==> src/rtl/multi_dataflow_engine_ctrl.sv <==
// Sequences one engine job: optional config push, settle wait, then counts outStream0 beats to the limit.
// Latency: 1 cycle start->enable with config unchanged; otherwise CONFIG + handshake wait + CFG_SETTLE cycles.
// Backpressure: cfg_valid_o holds with cfg_o stable until cfg_ready_i; a beat counts only when out_valid_i & out_ready_i.
module multi_dataflow_engine_ctrl #(
    parameter int unsigned CNT_WIDTH  = 32,
    parameter int unsigned CFG_WIDTH  = 32,
    parameter int unsigned CFG_SETTLE = 4
) (
    input  logic                 clk_i,
    input  logic                 rst_ni,
    input  logic                 clear_i,
    input  logic                 start_i,
    input  logic [CFG_WIDTH-1:0] config_i,
    input  logic [CNT_WIDTH-1:0] cnt_limit_i,
    output logic [CFG_WIDTH-1:0] cfg_o,
    output logic                 cfg_valid_o,
    input  logic                 cfg_ready_i,
    output logic                 enable_o,
    input  logic                 out_valid_i,
    input  logic                 out_ready_i,
    output logic                 busy_o,
    output logic                 done_o,
    output logic [CNT_WIDTH-1:0] cnt_o
);

    typedef enum logic [2:0] {IDLE, CONFIG, SETTLE, RUN, DONE} state_t;

    localparam logic [7:0] SETTLE_LAST = 8'(CFG_SETTLE - 1);

    state_t               state_q, state_d;
    logic [CFG_WIDTH-1:0] cfg_q;
    logic [CNT_WIDTH-1:0] lim_q;
    logic [CNT_WIDTH-1:0] cnt_q;
    logic [CNT_WIDTH-1:0] cnt_inc;
    logic                 cfg_applied_q;
    logic [7:0]           settle_q;
    logic                 beat;
    logic                 last_beat;
    logic                 need_cfg;
    logic                 live;

    assign beat      = out_valid_i & out_ready_i;
    // cnt_q < lim_q whenever RUN is active, so the increment cannot wrap
    assign cnt_inc   = cnt_q + CNT_WIDTH'(1);
    assign last_beat = beat && (cnt_inc == lim_q);
    assign need_cfg  = !cfg_applied_q || (config_i != cfg_q);

    always_comb begin
        state_d = state_q;
        case (state_q)
            IDLE: begin
                if (start_i) begin
                    if (cnt_limit_i == '0)
                        state_d = DONE;
                    else if (need_cfg)
                        state_d = CONFIG;
                    else
                        state_d = RUN;
                end
            end
            CONFIG: begin
                if (cfg_ready_i)
                    state_d = (CFG_SETTLE == 0) ? RUN : SETTLE;
            end
            SETTLE: begin
                if (settle_q == SETTLE_LAST)
                    state_d = RUN;
            end
            RUN: begin
                if (last_beat)
                    state_d = DONE;
            end
            DONE:    state_d = IDLE;
            default: state_d = IDLE;
        endcase
    end

    always_ff @(posedge clk_i) begin
        if (!rst_ni || clear_i) begin
            state_q       <= IDLE;
            cfg_q         <= '0;
            lim_q         <= '0;
            cnt_q         <= '0;
            cfg_applied_q <= 1'b0;
            settle_q      <= '0;
        end else begin
            state_q  <= state_d;
            settle_q <= (state_q == SETTLE) ? settle_q + 8'd1 : 8'd0;
            if (state_q == IDLE && start_i) begin
                lim_q <= cnt_limit_i;
                cnt_q <= '0;
                // the applied word only becomes trusted again once the engine accepts it
                if (state_d == CONFIG) begin
                    cfg_q         <= config_i;
                    cfg_applied_q <= 1'b0;
                end
            end
            if (state_q == CONFIG && cfg_ready_i)
                cfg_applied_q <= 1'b1;
            if (state_q == RUN && beat)
                cnt_q <= cnt_inc;
        end
    end

    // controls are forced low while reset or clear is asserted, not only after the edge
    assign live        = rst_ni & ~clear_i;
    assign cfg_valid_o = live & (state_q == CONFIG);
    assign enable_o    = live & (state_q == RUN);
    assign busy_o      = live & (state_q != IDLE);
    assign done_o      = live & (state_q == DONE);
    assign cfg_o       = cfg_q;
    assign cnt_o       = cnt_q;

endmodule

==> config.mk <==
export PLATFORM = sky130hd
export DESIGN_NAME = multi_dataflow_engine_ctrl
export DESIGN_NICKNAME = d
export VERILOG_FILES = /design/src/rtl/multi_dataflow_engine_ctrl.sv
export SDC_FILE = /design/constraint.sdc
export NUM_CORES = 1
export LEC_CHECK = 0
export ABC_CLOCK_PERIOD_IN_PS = 2600
export BUFFER_PORTS_ARGS = -buffer_cell sky130_fd_sc_hd__buf_2
export CAP_MARGIN = 15
export CELL_PAD_IN_SITES_DETAIL_PLACEMENT = 0
export CELL_PAD_IN_SITES_GLOBAL_PLACEMENT = 1
export CORE_MARGIN = 3
export CORE_UTILIZATION = 36
export DETAILED_ROUTE_END_ITERATION = 10
export PLACE_DENSITY = 0.88
export SYNTH_ARGS = -nofsm -noshare
export SYNTH_HDL_FRONTEND = slang
export SYNTH_SLANG_ARGS = --single-unit
export TNS_END_PERCENT = 100
==> constraint.sdc <==
create_clock -name clk_i -period 2.6 [get_ports clk_i]
set_input_delay 0.13 -clock clk_i [delete_from_list [all_inputs] [get_ports clk_i]]
set_output_delay 0.13 -clock clk_i [all_outputs]
set_load 0.01 [all_outputs]
# After elaboration in Yosys (flattened, before gate mapping)
# Cells that the tools add are included.
# op_classes
eq_ne,8
reduce_logical,17
addsub,2
mux,12
n_bitwise,8
# op_table
operator,count
$mux 32,2
$add 32x1->32 const B,1
$eq 32x32->1,1
$logic_not 32->1,1
$ne 32x32->1,1
$mux 3,5
$pmux 3 s4,1
$add 8x1->8 const B,1
$eq 8x2->1 const B,1
$and 1x1->1,6
$eq 3x1->1 const B,2
$eq 3x2->1 const B,2
$reduce_bool 2->1,3
$logic_and 1x1->1,4
$reduce_and 2->1,2
$eq 3x3->1 const B,1
$logic_not 3->1,1
$mux 1,3
$reduce_bool 3->1,1
$logic_not 1->1,2
$logic_or 1x1->1,2
$mux 2,1
$not 1->1,2
$reduce_or 2->1,1
# word_totals
elab_cells,53
out_inout_bits,68
in_bits,71
register_bits,108

# Depth between registers and ports, before layout
# depth
depth_word,10
ltp_mapped,10
depth_no_buf,9

# Worst setup path before layout
# OpenSTA, ideal clock, no wires.
# synth_timing
kind,reg2reg
from,reg cnt_q[0] (netlist: cnt_o[0])
to,reg state_q[2]
period_less_slack_ns,2.898
path_stages_with_launch,11
arrival_ns,2.828
t_required_ns,2.530
setup_time_ns,0.070
setup_slack_ns,-0.298
path_cell_list,dfxtp_1 -> ha_1 -> and3_1 -> clkbuf_1 -> nand3_1 -> nor4_1 -> xor2_1 -> or4_1 -> a2111oi_2 -> nand4_1 -> a21oi_1
# synth_via
elab_chain_cells,5
# synth_rtl
item,line,source
from (decl),33,logic [CNT_WIDTH-1:0] cnt_q;
from (signal assigned),101,cnt_q <= cnt_inc;
$add 32x1->32,44,assign cnt_inc = cnt_q + CNT_WIDTH'(1);
$eq 32x32->1,45,assign last_beat = beat && (cnt_inc == lim_q);
$logic_and 1x1->1,45,
$mux 3,70,if (last_beat)
$pmux 3 s4,50,case (state_q)
to (signal assigned),87,state_q <= state_d;
to (decl),30,"state_t state_q, state_d;"
# No other way between the ends.
# A chain may end at the register's enable or synchronous reset.

# Worst setup path after layout
# layout_timing
from,reg cnt_q[13] (netlist: cnt_o[13])
to,reg state_q[0]
# The elaborated chain is that of the path after synthesis.

==> flow_metrics.tcl <==
set metrics [dict create \
    outcome "completed" \
    ant_nets 0 \
    hold_viol 0 \
    core_area_um2 16200 \
    grt_pass1_vias 6029 \
    ys_ff_latch 108 \
    ys_warn_count 0 \
    fin_cells 1187 \
    skew_ns 0.00958 \
    cts_buffers 9 \
    die_h_um 136 \
    gp_congestion 0.897 \
    synthMuxAreaShare 0.0592 \
    critPathSlowestCell "or4_4" \
    placed_cell_area_um2 7480 \
    drt_wl_total_um 19800 \
    die_w_um 136 \
    grt_pass1_wl_um 31200 \
    synth_area_leaders "dfxtp_1, nand2_1, xnor2_1, mux2i_1, nor2_1" \
    startpoint_type "flip-flop" \
    synth-edff-count 0 \
    synth_flop_cell "dfxtp_1" \
    io_pins 139 \
    grt_max_degree 54 \
    cp_cell_sequence "nand4_1 > buf_4 > or4_4 > or4_1 > nand4b_1 > a32o_2 > nor4_1 > and4_1 > a21oi_1" \
    h-tree-depth 3 \
    vias 6365 \
    critical-path-top-delay-family "simple AND/OR/NAND/NOR gates" \
    drive_gt1_frac 0.294 \
    drt-initial-drc-count 356 \
    yosys.area.top_type "dfxtp_1" \
    async_flop_share 0 \
    synth-compound-area-share 0.128 \
    cts.sinks 108 \
    finalSetupViolations 0 \
    min_path_type "primary input to flip-flop" \
    synthTopCellsByCount "dfxtp_1, nand2_1, nor2_1, a21oi_1, xnor2_1" \
    path_max_fanout 6 \
    synth_top_cell_area_share 0.355 \
    yosysMostFrequentCell "dfxtp_1" \
    cap_violations 0 \
    rsz0062_at_grt "yes" \
    dp_hpwl_um 14900 \
    synth_top_family_by_area "simple AND/OR/NAND/NOR gates" \
    antenna_found_initial 0 \
    synth_simple_gate_area_frac 0.297 \
    slew_headroom 0.585 \
    crit_required_ns 2.90 \
    die-area_um2 18500 \
    arrival_ns 2.83 \
    diodes 0 \
    power_density_nw_per_um2 430 \
    critPathKind "flip-flop to flip-flop" \
    power_mw 3.47 \
    netlist_area_um2 6090 \
    max_stage_delay_ns 0.53 \
    portBuffers 138 \
    p_leak_nw 3.41 \
    r2r_slack_ns 0.08 \
    syn_avg_cell_area_um2 7.81 \
    syn_inst 780 \
    yosysUniqueCellTypes 51 \
    crit_path_end_kind "flip-flop" \
    fin_crit_ns 2.52 \
    cp_num_buf_inv 1 \
    drv_slew 0 \
    synth-adder-area-share 0.00411 \
    via_per_inst 5.36 \
    tightest_slew_ns 0.622 \
    max_freq_ghz 0.397 \
    initial_utilization 0.375 \
    wl_per_cell_um 16.6 \
    dpl.cell_count 1157 \
    rows 46 \
    synthXorXnorAreaFrac 0.119 \
    clk_path_buf_depth 2 \
    synthesis.nets 853 \
    root_buffer "clkbuf_16" \
    area_growth_pct 32.4 \
    grtUsageTotal 0.213 \
    nets 1040 \
    ir_drop_mv 0.296 \
    fin_crit_sh 0.970 \
    fin_area_um2 8060 \
    drc 0 \
    clock_latency_ns 0.37 \
    yosysSeqAreaShare 0.355 \
    clk_pin_slew_ns 0.08 \
    grt.overflow.total 0 \
    drt_pass1_iterations 5 \
    cts_tree "yes" \
]
[registers in the layout, summed over array words and instances (netlist names)]
signal,cells
cfg_applied_q,1
cfg_o,32
cnt_o,32
lim_q,32
settle_q,8
state_q,3
[cell type report]
| type | instances | area [um2] |
|---|---|---|
| multi-input cells | 617 | 3910 |
| well taps | 216 | 270 |
| clock buffers | 9 | 225 |
| clock inverters | 6 | 50.0 |
| inverters | 3 | 11.3 |
| repair buffers | 228 | 1410 |
| flip-flops and latches | 108 | 2190 |
| fillers | 1626 | 8170 |
[routing by layer]
layer / part of all wire / vias to the layer above / global-route usage / wire length (um)
li1: - / 3158 / - / -
met1: 0.46 / 2960 / 0.288 / 9040
met2: 0.44 / 215 / 0.330 / 8760
met3: 0.074 / 32 / 0.0496 / 1460
met4: 0.025 / 0 / 0.0795 / 488
met5: 0 / - / 0 / 0
[cells by family after synthesis]
group | count (synthesis)
buffers and inverters | 56
adders and majority gates | 2
xor gates and xnor gates | 83
DFF | 108
and+or+nand+nor | 364
muxes | 36
AOI/OAI and AO/OA | 131
[worst reg2reg max path: stages (launching register included)]
cell,delay (ns)
dfxtp_4,0.38
nand4_1,0.15
buf_4,0.17
or4_4,0.53
or4_1,0.48
nand4b_1,0.12
a32o_2,0.21
nor4_1,0.06
and4_1,0.24
a21oi_1,0.12
[power by group]
part | internal [mW] | switching (mW)
clock network | 0.654 | 0.675
registers | 1.68 | 0.0347
logic | 0.189 | 0.233
total | 2.53 | 0.943
[cell usage in the layout (no fill, tap or decap), types with 4 or more instances in the layout]
master / netlist / layout
or3_1: 8 / 8
nor2_1: 95 / 94
dfxtp_2: 0 / 9
nor4_4: 0 / 6
and4_1: 5 / 4
nand3_1: 20 / 16
or4_4: 1 / 4
a21oi_1: 63 / 63
nand4_1: 20 / 20
dfxtp_1: 108 / 95
nor4_1: 32 / 26
and3_1: 8 / 5
or4_1: 10 / 8
nor4b_1: 6 / 5
a22oi_1: 7 / 7
dfxtp_4: 0 / 4
nand2_1: 106 / 105
nor3_1: 24 / 21
xor2_1: 40 / 40
o211ai_1: 4 / 4
xnor2_1: 43 / 43
o21ai_0: 27 / 27
nor2b_1: 5 / 5
buf_4: 0 / 83
clkbuf_16: 0 / 9
a31oi_1: 7 / 6
mux2i_1: 36 / 36
a311oi_1: 5 / 5
nand2b_1: 9 / 8
nand3_2: 0 / 4
buf_2: 9 / 138
nand3b_1: 5 / 5
[metrics by stage]
| step | hold WS (ns) | TNS [ns] | worst slack, ns | utilization |
|---|---|---|---|---|
| final | 0.0105 | 0 | 0.0784 | 0.497 |
| after global routing | 0.0110 | -0.0707 | -0.0257 | 0.497 |
| after CTS | 0.000631 | 0 | 0.000902 | 0.487 |
| after detailed placement | 0.383 | -0.160 | -0.140 | 0.461 |
| after global placement | 0.379 | -0.0474 | -0.0474 | 0.461 |
| after floorplan | 0.256 | 0 | 0.000291 | - |
[path summary, 6_finish.rpt]
path | depth (start not counted) | start | endpoint
setup / recovery | 9 | cnt_o[13]$_SDFFE_PP0P_ | state_q[0]$_SDFF_PP0_
hold / removal | 3 | cnt_limit_i[6] | lim_q[6]$_SDFFE_PP0P_
setup reg to reg | 9 | cnt_o[13]$_SDFFE_PP0P_ | state_q[0]$_SDFF_PP0_
hold reg to reg | 2 | lim_q[27]$_SDFFE_PP0P_ | lim_q[27]$_SDFFE_PP0P_
[repair_timing]
action,4_1_cts,5_1_grt
gates cloned,1,0
pin swaps,9,16
resized for setup,12,28
endpoints found under the hold margin,2,0
endpoints found under the setup margin,3,23
hold buffers,2,0
buffers inserted,6,6
Note: power is estimated with default switching activity, not from simulation.
